### src/rtl/box_animator_pkg.sv
// rtl/box_animator_pkg.sv - shared constants, state encodings and step helper for the box animator
package box_animator_pkg;

    localparam int COORD_W  = 7;
    localparam int COLOUR_W = 3;
    localparam int STATE_W  = 4;

    localparam int BOX_SIZE        = 4;
    localparam int X_SCREEN_PIXELS = 128;
    localparam int Y_SCREEN_PIXELS = 120;

    localparam logic [3:0] S_IDLE      = 4'd0;
    localparam logic [3:0] S_WAIT_MOVE = 4'd1;
    localparam logic [3:0] S_ERASE_X   = 4'd2;
    localparam logic [3:0] S_ERASE_GX  = 4'd3;
    localparam logic [3:0] S_ERASE_Y   = 4'd4;
    localparam logic [3:0] S_ERASE_W   = 4'd5;
    localparam logic [3:0] S_MOVE      = 4'd6;
    localparam logic [3:0] S_DRAW_X    = 4'd7;
    localparam logic [3:0] S_DRAW_GX   = 4'd8;
    localparam logic [3:0] S_DRAW_Y    = 4'd9;
    localparam logic [3:0] S_DRAW_W    = 4'd10;

    localparam logic DIR_POS = 1'b0;
    localparam logic DIR_NEG = 1'b1;

    typedef struct packed {
        logic               dir;
        logic [COORD_W-1:0] pos;
    } axis_t;

    // One bounce step on one axis: reflect at 0 and at lim so pos stays in [0,lim].
    function automatic axis_t step_axis(input logic [COORD_W-1:0] pos,
                                        input logic               dir,
                                        input logic [COORD_W-1:0] lim);
        axis_t r;
        r.dir = dir;
        r.pos = pos;
        if (dir == DIR_POS) begin
            if (pos == lim) begin
                r.dir = DIR_NEG;
                r.pos = lim - 1'b1;
            end else begin
                r.pos = pos + 1'b1;
            end
        end else begin
            if (pos == '0) begin
                r.dir = DIR_POS;
                r.pos = COORD_W'(1);
            end else begin
                r.pos = pos - 1'b1;
            end
        end
        return r;
    endfunction

endpackage

### src/rtl/box_animator_frame_pacer.sv
// rtl/box_animator_frame_pacer.sv - tick and frame counters producing a one-cycle move pulse
module box_animator_frame_pacer #(
    parameter int FRAME_TICKS     = 833333,
    parameter int FRAMES_PER_MOVE = 15
) (
    input  logic iClock,
    input  logic iResetn,
    input  logic iEnable,
    output logic oMoveTick
);

    localparam int TICK_W  = (FRAME_TICKS > 1) ? $clog2(FRAME_TICKS) : 1;
    localparam int FRAME_W = (FRAMES_PER_MOVE > 1) ? $clog2(FRAMES_PER_MOVE) : 1;

    logic [TICK_W-1:0]  tick_cnt;
    logic [FRAME_W-1:0] frame_cnt;
    logic               tick_last;
    logic               frame_last;

    assign tick_last  = (tick_cnt == TICK_W'(FRAME_TICKS - 1));
    assign frame_last = (frame_cnt == FRAME_W'(FRAMES_PER_MOVE - 1));

    // Counters advance only while enabled; a frame wrap emits a single-cycle pulse.
    always_ff @(posedge iClock or negedge iResetn) begin
        if (!iResetn) begin
            tick_cnt  <= '0;
            frame_cnt <= '0;
            oMoveTick <= 1'b0;
        end else begin
            oMoveTick <= 1'b0;
            if (iEnable) begin
                if (tick_last) begin
                    tick_cnt <= '0;
                    if (frame_last) begin
                        frame_cnt <= '0;
                        oMoveTick <= 1'b1;
                    end else begin
                        frame_cnt <= frame_cnt + FRAME_W'(1);
                    end
                end else begin
                    tick_cnt <= tick_cnt + TICK_W'(1);
                end
            end
        end
    end

endmodule

### src/rtl/box_animator.sv
// rtl/box_animator.sv - erase/move/redraw sequencer driving the box drawer strobe protocol
module box_animator
    import box_animator_pkg::*;
#(
    parameter int X_MAX           = 124,
    parameter int Y_MAX           = 116,
    parameter int FRAME_TICKS     = 833333,
    parameter int FRAMES_PER_MOVE = 15,
    parameter int DRAW_WAIT       = 20
) (
    input  logic                iClock,
    input  logic                iResetn,
    input  logic                iEnable,
    input  logic [COLOUR_W-1:0] iColour,
    output logic                oLoadX,
    output logic                oPlotBox,
    output logic [COORD_W-1:0]  oXY_Coord,
    output logic [COLOUR_W-1:0] oColour,
    output logic                oBusy
);

    localparam int WAIT_W = (DRAW_WAIT > 1) ? $clog2(DRAW_WAIT) : 1;

    logic [STATE_W-1:0] state;
    logic [COORD_W-1:0] x_pos;
    logic [COORD_W-1:0] y_pos;
    logic               x_dir;
    logic               y_dir;
    logic [WAIT_W-1:0]  wait_cnt;
    logic               wait_done;
    logic               move_due;
    logic               drawn;
    logic               move_tick;
    axis_t              x_next;
    axis_t              y_next;

    assign wait_done = (wait_cnt == WAIT_W'(DRAW_WAIT - 1));
    assign x_next    = step_axis(x_pos, x_dir, COORD_W'(X_MAX));
    assign y_next    = step_axis(y_pos, y_dir, COORD_W'(Y_MAX));

    box_animator_frame_pacer #(
        .FRAME_TICKS    (FRAME_TICKS),
        .FRAMES_PER_MOVE(FRAMES_PER_MOVE)
    ) u_pacer (
        .iClock   (iClock),
        .iResetn  (iResetn),
        .iEnable  (iEnable),
        .oMoveTick(move_tick)
    );

    // Pending-move flag: saturates on repeated frame wraps; a new wrap beats the clear.
    always_ff @(posedge iClock or negedge iResetn) begin
        if (!iResetn) begin
            move_due <= 1'b0;
        end else if (move_tick) begin
            move_due <= 1'b1;
        end else if (state == S_WAIT_MOVE && iEnable && move_due) begin
            move_due <= 1'b0;
        end
    end

    // Sequencer: erase at old position, step, redraw; sequences always run to completion.
    always_ff @(posedge iClock or negedge iResetn) begin
        if (!iResetn) begin
            state    <= S_IDLE;
            x_pos    <= '0;
            y_pos    <= '0;
            x_dir    <= DIR_POS;
            y_dir    <= DIR_POS;
            wait_cnt <= '0;
            drawn    <= 1'b0;
        end else begin
            case (state)
                S_IDLE:      if (iEnable) state <= drawn ? S_WAIT_MOVE : S_DRAW_X;
                S_WAIT_MOVE: begin
                    if (!iEnable)     state <= S_IDLE;
                    else if (move_due) state <= S_ERASE_X;
                end
                S_ERASE_X:   state <= S_ERASE_GX;
                S_ERASE_GX:  state <= S_ERASE_Y;
                S_ERASE_Y: begin
                    wait_cnt <= '0;
                    state    <= S_ERASE_W;
                end
                S_ERASE_W: begin
                    if (wait_done) begin
                        wait_cnt <= '0;
                        state    <= S_MOVE;
                    end else begin
                        wait_cnt <= wait_cnt + WAIT_W'(1);
                    end
                end
                S_MOVE: begin
                    x_pos <= x_next.pos;
                    x_dir <= x_next.dir;
                    y_pos <= y_next.pos;
                    y_dir <= y_next.dir;
                    state <= S_DRAW_X;
                end
                S_DRAW_X:    state <= S_DRAW_GX;
                S_DRAW_GX:   state <= S_DRAW_Y;
                S_DRAW_Y: begin
                    wait_cnt <= '0;
                    state    <= S_DRAW_W;
                end
                S_DRAW_W: begin
                    if (wait_done) begin
                        wait_cnt <= '0;
                        drawn    <= 1'b1;
                        state    <= iEnable ? S_WAIT_MOVE : S_IDLE;
                    end else begin
                        wait_cnt <= wait_cnt + WAIT_W'(1);
                    end
                end
                default:     state <= S_IDLE;
            endcase
        end
    end

    // Moore decode of drawer strobes, coordinate mux and colour (black while erasing).
    always_comb begin
        oLoadX    = (state == S_ERASE_X) || (state == S_DRAW_X);
        oPlotBox  = (state == S_ERASE_Y) || (state == S_DRAW_Y);
        oXY_Coord = '0;
        if (oLoadX)        oXY_Coord = x_pos;
        else if (oPlotBox) oXY_Coord = y_pos;
        oColour   = (state == S_DRAW_Y) ? iColour : '0;
        oBusy     = (state != S_IDLE) && (state != S_WAIT_MOVE);
    end

endmodule
### config.mk
export PLATFORM = sky130hd
export DESIGN_NAME = box_animator
export DESIGN_NICKNAME = d
export VERILOG_FILES = /design/src/rtl/box_animator_pkg.sv /design/src/rtl/box_animator_frame_pacer.sv /design/src/rtl/box_animator.sv
export SDC_FILE = /design/constraint.sdc
export NUM_CORES = 1
export LEC_CHECK = 0
export BUFFER_PORTS_ARGS = -buffer_cell sky130_fd_sc_hd__buf_4
export CORE_MARGIN = 5
export CORE_UTILIZATION = 55
export CTS_CLUSTER_SIZE = 10
export DETAILED_ROUTE_END_ITERATION = 12
export GPL_TIMING_DRIVEN = 0
export HOLD_SLACK_MARGIN = 0.05
export PLACE_DENSITY = 0.71
export SKIP_LAST_GASP = 1
export SLEW_MARGIN = 30
export SYNTH_ARGS = -nofsm -noshare
export SYNTH_HDL_FRONTEND = slang
export SYNTH_SLANG_ARGS = --single-unit
### constraint.sdc
create_clock -name iClock -period 6.2 [get_ports iClock]
set_input_delay 1.55 -clock iClock [delete_from_list [all_inputs] [get_ports iClock]]
set_output_delay 1.55 -clock iClock [all_outputs]
set_load 0.005 [all_outputs]
# Word level (Yosys, flattened, before mapping)
# Cells that the tools add are included.
# Widths: inputs -> output; s select.
[totals]
input_bits = 6
output_inout_bits = 13
wordCells = 84
register_bits = 52
[classes]
n_mux = 30
eq_ne = 20
reduce_logical = 16
n_addsub = 7
[op_table]
columns = ["operator", "n"]
rows = [
  ["$pmux 4 s11", 1],
  ["$mux 7", 6],
  ["$mux 4", 6],
  ["$add 20x1->20 const B", 1],
  ["$eq 20x20->1 const B", 1],
  ["$mux 20", 1],
  ["$eq 4x3->1 const B", 4],
  ["$eq 4x4->1 const B", 4],
  ["$mux 8", 2],
  ["$add 7x1->7 const B", 2],
  ["$eq 7x7->1 const B", 2],
  ["$logic_not 7->1", 2],
  ["$sub 7x1->7 const B", 2],
  ["$mux 1", 10],
  ["$pmux 5 s2", 1],
  ["$eq 4x2->1 const B", 2],
  ["$mux 3", 2],
  ["$ne 2x2->1 const B", 3],
  ["$add 5x1->5 const B", 1],
  ["$eq 5x5->1 const B", 1],
  ["$mux 5", 1],
  ["$add 4x1->4 const B", 1],
  ["$eq 4x1->1 const B", 1],
  ["$logic_not 4->1", 1],
  ["9 further kinds", 15],
]

# Logic depth before layout (Yosys ltp)
[logic_depth]
word_depth = 5
mapped_depth = 7
depth_no_buf = 6

# By module
# Synthesis repeated with hierarchy kept, for this count alone.
[hier_totals]
hier_cells = 368
hier_area_um2 = 3385.7
[modules_own_cells]
columns = ["mod", "n_inst", "seq_area_each_um2", "cells_each", "area_per_inst_um2"]
rows = [
  ["box_animator", 1, 675.6, 239, 2100.8],
  ["box_animator_frame_pacer", 1, 625.6, 129, 1285.0],
]

# Least setup slack after synthesis
# Ideal clock, no wire load.
[synth_timing]
path_kind = "input to output"
from = "input iColour[0]"
to = "output oColour[0]"
slack_ns = 2.948
path_stages = 1
n_path_buf = 0
required_time_ns = 4.650
arrival_ns = 1.702
cell_sequence = "and3_1"
[synth_via]
elab_chain_cells = 1
[synth_rtl]
columns = ["element", "line", "text"]
rows = [
  ["start: declaration", "box_animator.sv:14", "input logic [COLOUR_W-1:0] iColour,"],
  ["$mux 3", "box_animator.sv:127", "oColour = (state == S_DRAW_Y) ? iColour : '0;"],
  ["end: declaration", "box_animator.sv:18", "output logic [COLOUR_W-1:0] oColour,"],
]
# Every way passes these cells.

# Worst setup path after layout
[layout_timing]
from = "register state[0]"
to = "output oXY_Coord[4]"
[layout_via]
elab_chain_cells = 4
elab_cells_between_ends = 8
cone_classes = "eq/ne: 4; mux: 2; reduce/logical: 2"
[layout_rtl]
columns = ["element", "line", "text"]
rows = [
  ["start: declaration", "box_animator.sv:24", "logic [STATE_W-1:0] state;"],
  ["start signal: assignment", "box_animator.sv:74", "S_IDLE: if (iEnable) state <= drawn ? S_WAIT_MOVE : S_DRAW_X;"],
  ["start signal: assignment", "box_animator.sv:110", "state <= iEnable ? S_WAIT_MOVE : S_IDLE;"],
  ["$eq 4x3->1 / $eq 4x4->1 (equally long branches)", "box_animator.sv:123", "oPlotBox = (state == S_ERASE_Y) || (state == S_DRAW_Y);"],
  ["$logic_or 1x1->1", "box_animator.sv:123", ""],
  ["$mux 7", "box_animator.sv:126", "else if (oPlotBox) oXY_Coord = y_pos;"],
  ["$mux 7 *", "box_animator.sv:125", "if (oLoadX) oXY_Coord = x_pos;"],
  ["end: declaration", "box_animator.sv:17", "output logic [COORD_W-1:0] oXY_Coord,"],
]
# Mark *: on every way between the ends. The rest lies on a longest branch, timed or not.

==> impl_metrics.env <==
export IMPL_cap_violations=0
export IMPL_synth_async_reset_ratio_pct=100
export IMPL_grt_setup_unrepaired="false"
export IMPL_postCtsResizedCells=0
export IMPL_p_sw_uw=469
export IMPL_syn_area_per_cell_um2=9.05
export IMPL_num_rows=28
export IMPL_synthMuxAreaShare_pct=2.55
export IMPL_min_delay_path_depth=1
export IMPL_clock_path_buffers=2
export IMPL_cts_hold_buf=0
export IMPL_syn_area_um2=3290
export IMPL_final_layout_size_suffix_gt1_share_pct=10.0
export IMPL_synth_top_family_by_area="simple AND/OR/NAND/NOR gates"
export IMPL_setup_tns_final_ns=0
export IMPL_worst_ep_arrival_time_ns=2.19
export IMPL_grt_pass1_wl_um=12200
export IMPL_hold_violations=0
export IMPL_grt_max_degree=53
export IMPL_yosys_area_share_adder_pct=3.04
export IMPL_die_w_um=87.4
export IMPL_internal_power_uw=693
export IMPL_p_sw_share_pct=40.4
export IMPL_critPathLaunchType="flip-flop"
export IMPL_pin_count=19
export IMPL_initial_core_util_pct=56.0
export IMPL_reg2reg_depth=6
export IMPL_r2r_start="y_pos[0]"
export IMPL_syn_to_final_growth_pct=9.95
export IMPL_grt_pass1_vias=2505
export IMPL_fmax_mhz=268
export IMPL_synth_area_leaders="dfrtp_1 (40%), a22o_1 (3.5%), ha_1 (3.0%)"
export IMPL_numCtsBuffers=5
export IMPL_syn_nets=378
export IMPL_worstSetupEndpointType="output port"
export IMPL_worstMarginPinSlew_ns=0.712
export IMPL_synth_cells=364
export IMPL_min_period_over_period_pct=60.3
export IMPL_timing_rr_end="y_pos[3]"
export IMPL_antenna_found_initial=0
export IMPL_synth_area_leader_cell="dfrtp_1"
export IMPL_die_h_um=87.4
export IMPL_layout_nets=403
export IMPL_final_max_slew_viol_count=0
export IMPL_core_area_um2=5890
export IMPL_min_period_ns=3.74
export IMPL_numClockSinks=52
export IMPL_clkTransAtPathRegs_ns=0.09
export IMPL_clkLatencyLatePin_ns=0.31
export IMPL_ys_types=67
export IMPL_p_seq_share_pct=39.7
export IMPL_hold_slack_ns=0.437
export IMPL_synth_simple_gate_area_share_pct=23.0
export IMPL_root_buffer="clkbuf_8"
export IMPL_grt_overflow_total=0
export IMPL_drt_iter0_markers=172
export IMPL_antenna_left=0
export IMPL_power_frac_clock_pct=17.6
export IMPL_ctsHtreeMaxLevel=2
export IMPL_maxSlewHeadroom_pct=52.2
export IMPL_yosysWarnings=0
export IMPL_vias_per_cell=6.10
export IMPL_vias=2836
export IMPL_drtPass1Iterations=5
export IMPL_dieArea_um2=7640
export IMPL_p_per_area_nw_per_um2=321
export IMPL_cp_data_required_time_ns=4.65
export IMPL_synth_edf_count=0
export IMPL_synth_top_area_share_pct=39.5
export IMPL_ys_ff_latch=52
export IMPL_synth_compound_area_share_pct=22.2
export IMPL_skew_ns=0.00558
export IMPL_status="completed"
export IMPL_worstSetupPathType="flip-flop to output port"
export IMPL_grtUsageTotal_pct=19.9
export IMPL_dpl_hpwl_um=5060
export IMPL_pwr_share_comb_pct=42.7
export IMPL_hold_end="move_due"
export IMPL_drc=0
export IMPL_setup_viol=0
export IMPL_wl_um=7310
export IMPL_gp_congestion=0.894
export IMPL_worst_path_max_fanout=10
export IMPL_synth_seq_area_share_pct=39.5
export IMPL_wire_per_inst_um=15.7
export IMPL_antenna_cells=0
export IMPL_hold_class="flip-flop to flip-flop"
export IMPL_ys_flop_type="dfrtp_1"
export IMPL_leakage_uw=0.00153
export IMPL_hold_start="u_pacer.oMoveTick"
export IMPL_cts_setup_buffers=0
export IMPL_synth_xor_area_share_pct=4.26
export IMPL_reg2reg_setup_slack_ns=3.99
export IMPL_peakVddDrop_mv=0.180
export IMPL_cts_tree="done"
export IMPL_portBuffers=18
-- cells in the mapped netlist (3+ instances only) --
cell type,number
nand2b_1,3
nor2b_1,7
and3_1,7
inv_1,23
o22ai_1,4
a31oi_1,4
nor2_1,26
nand3b_1,4
xnor2_1,11
o31a_1,3
nand2_1,18
o31ai_1,7
clkbuf_1,20
nand4_1,11
nor3b_1,3
a21oi_1,15
or3_1,4
mux2i_1,5
o21bai_1,3
xor2_1,5
a21o_1,5
nor3_1,14
o21ai_0,14
ha_1,8
nor4_1,4
dfrtp_1,52
a31o_2,4
o2bb2ai_1,3
nand3_1,15
nand4b_1,3
a22o_1,13
-- cells by family after synthesis --
group / count (synthesis)
DFF: 52
muxes: 8
and+or+nand+nor: 134
adders and majority gates: 8
xor gates and xnor gates: 16
buffers and inverters: 46
AOI/OAI and AO/OA: 100
-- layer usage --
layer,share of wire (%),track usage (%)
met2,43,29.2
met1,51,30.1
met4,1.2,6.00
met3,4.8,2.84
met5,0,0
-- state kept, by name (all words and copies together), names as in the netlist --
name,flops
u_pacer.tick_cnt,20
y_pos,7
drawn,1
x_dir,1
move_due,1
wait_cnt,5
x_pos,7
y_dir,1
state,4
u_pacer.frame_cnt,4
u_pacer.oMoveTick,1
-- power groups by stage --
stage	registers (uW)	clock network [uW]	logic, uW
final	462	204	497
after global routing	473	224	550
after CTS	460	211	492
after detailed placement	466	0	488
after global placement	464	0	482
after floorplan	449	0	364
-- final cells by class --
| type | instances | area, um^2 |
|---|---|---|
| Timing Repair Buffer | 18 | 135 |
| Sequential cell | 52 | 1300 |
| Tap cell | 75 | 93.8 |
| Buffer | 23 | 92.6 |
| Multi-Input combinational cell | 266 | 1820 |
| Fill cell | 508 | 2260 |
| Clock buffer | 7 | 86.3 |
| Clock inverter | 1 | 7.51 |
| Inverter | 23 | 86.3 |
-- per-stage QoR --
step	total power, uW	std cells	cell area (um^2)	util (%)	setup WS (ns)
after floorplan	813	364	3290	-	2.95
after global placement	946	457	3520	59.8	2.57
after detailed placement	954	457	3520	59.8	2.55
after CTS	1160	465	3620	61.4	2.19
after global routing	1250	465	3620	61.5	2.33
final	1160	465	3620	61.5	2.46
-- cell usage in the layout, fill, tap and decap left out, types with 3 or more instances in the layout --
cell	synthesis	final
a21o_1	5	5
a21oi_1	15	15
a22o_1	13	13
a31o_2	4	4
a31oi_1	4	4
and3_1	7	7
buf_4	1	19
clkbuf_1	20	21
clkbuf_8	0	6
dfrtp_1	52	52
ha_1	8	8
inv_1	23	23
mux2i_1	5	5
nand2_1	18	18
nand2b_1	3	3
nand3_1	15	15
nand3b_1	4	4
nand4_1	11	11
nand4b_1	3	3
nor2_1	26	26
nor2b_1	7	7
nor3_1	14	14
nor4_1	4	4
o21ai_0	14	14
o21bai_1	3	3
o22ai_1	4	4
o2bb2ai_1	3	3
o31a_1	3	3
o31ai_1	7	7
or3_1	4	4
xnor2_1	11	11
xor2_1	5	5
-- critical path: stages, from the launching register on --
cell	delay, ns
dfrtp_1	0.43
clkbuf_1	0.39
xor2_1	0.15
nor3b_2	0.53
a22o_1	0.26
buf_4	0.12
-- worst max-delay path by stage --
stage | start | endpoint | slack, ns
5_1_grt | state[0] | oXY_Coord[5] | 2.33
3_5_place_dp | state[0] | oXY_Coord[4] | 2.55
2_1_floorplan | iColour[0] | oColour[0] | 2.95
3_3_place_gp | state[0] | oXY_Coord[5] | 2.57
4_1_cts | state[0] | oXY_Coord[4] | 2.19
6_report | state[0] | oXY_Coord[4] | 2.46
Note: power is estimated with default switching activity, not from simulation.
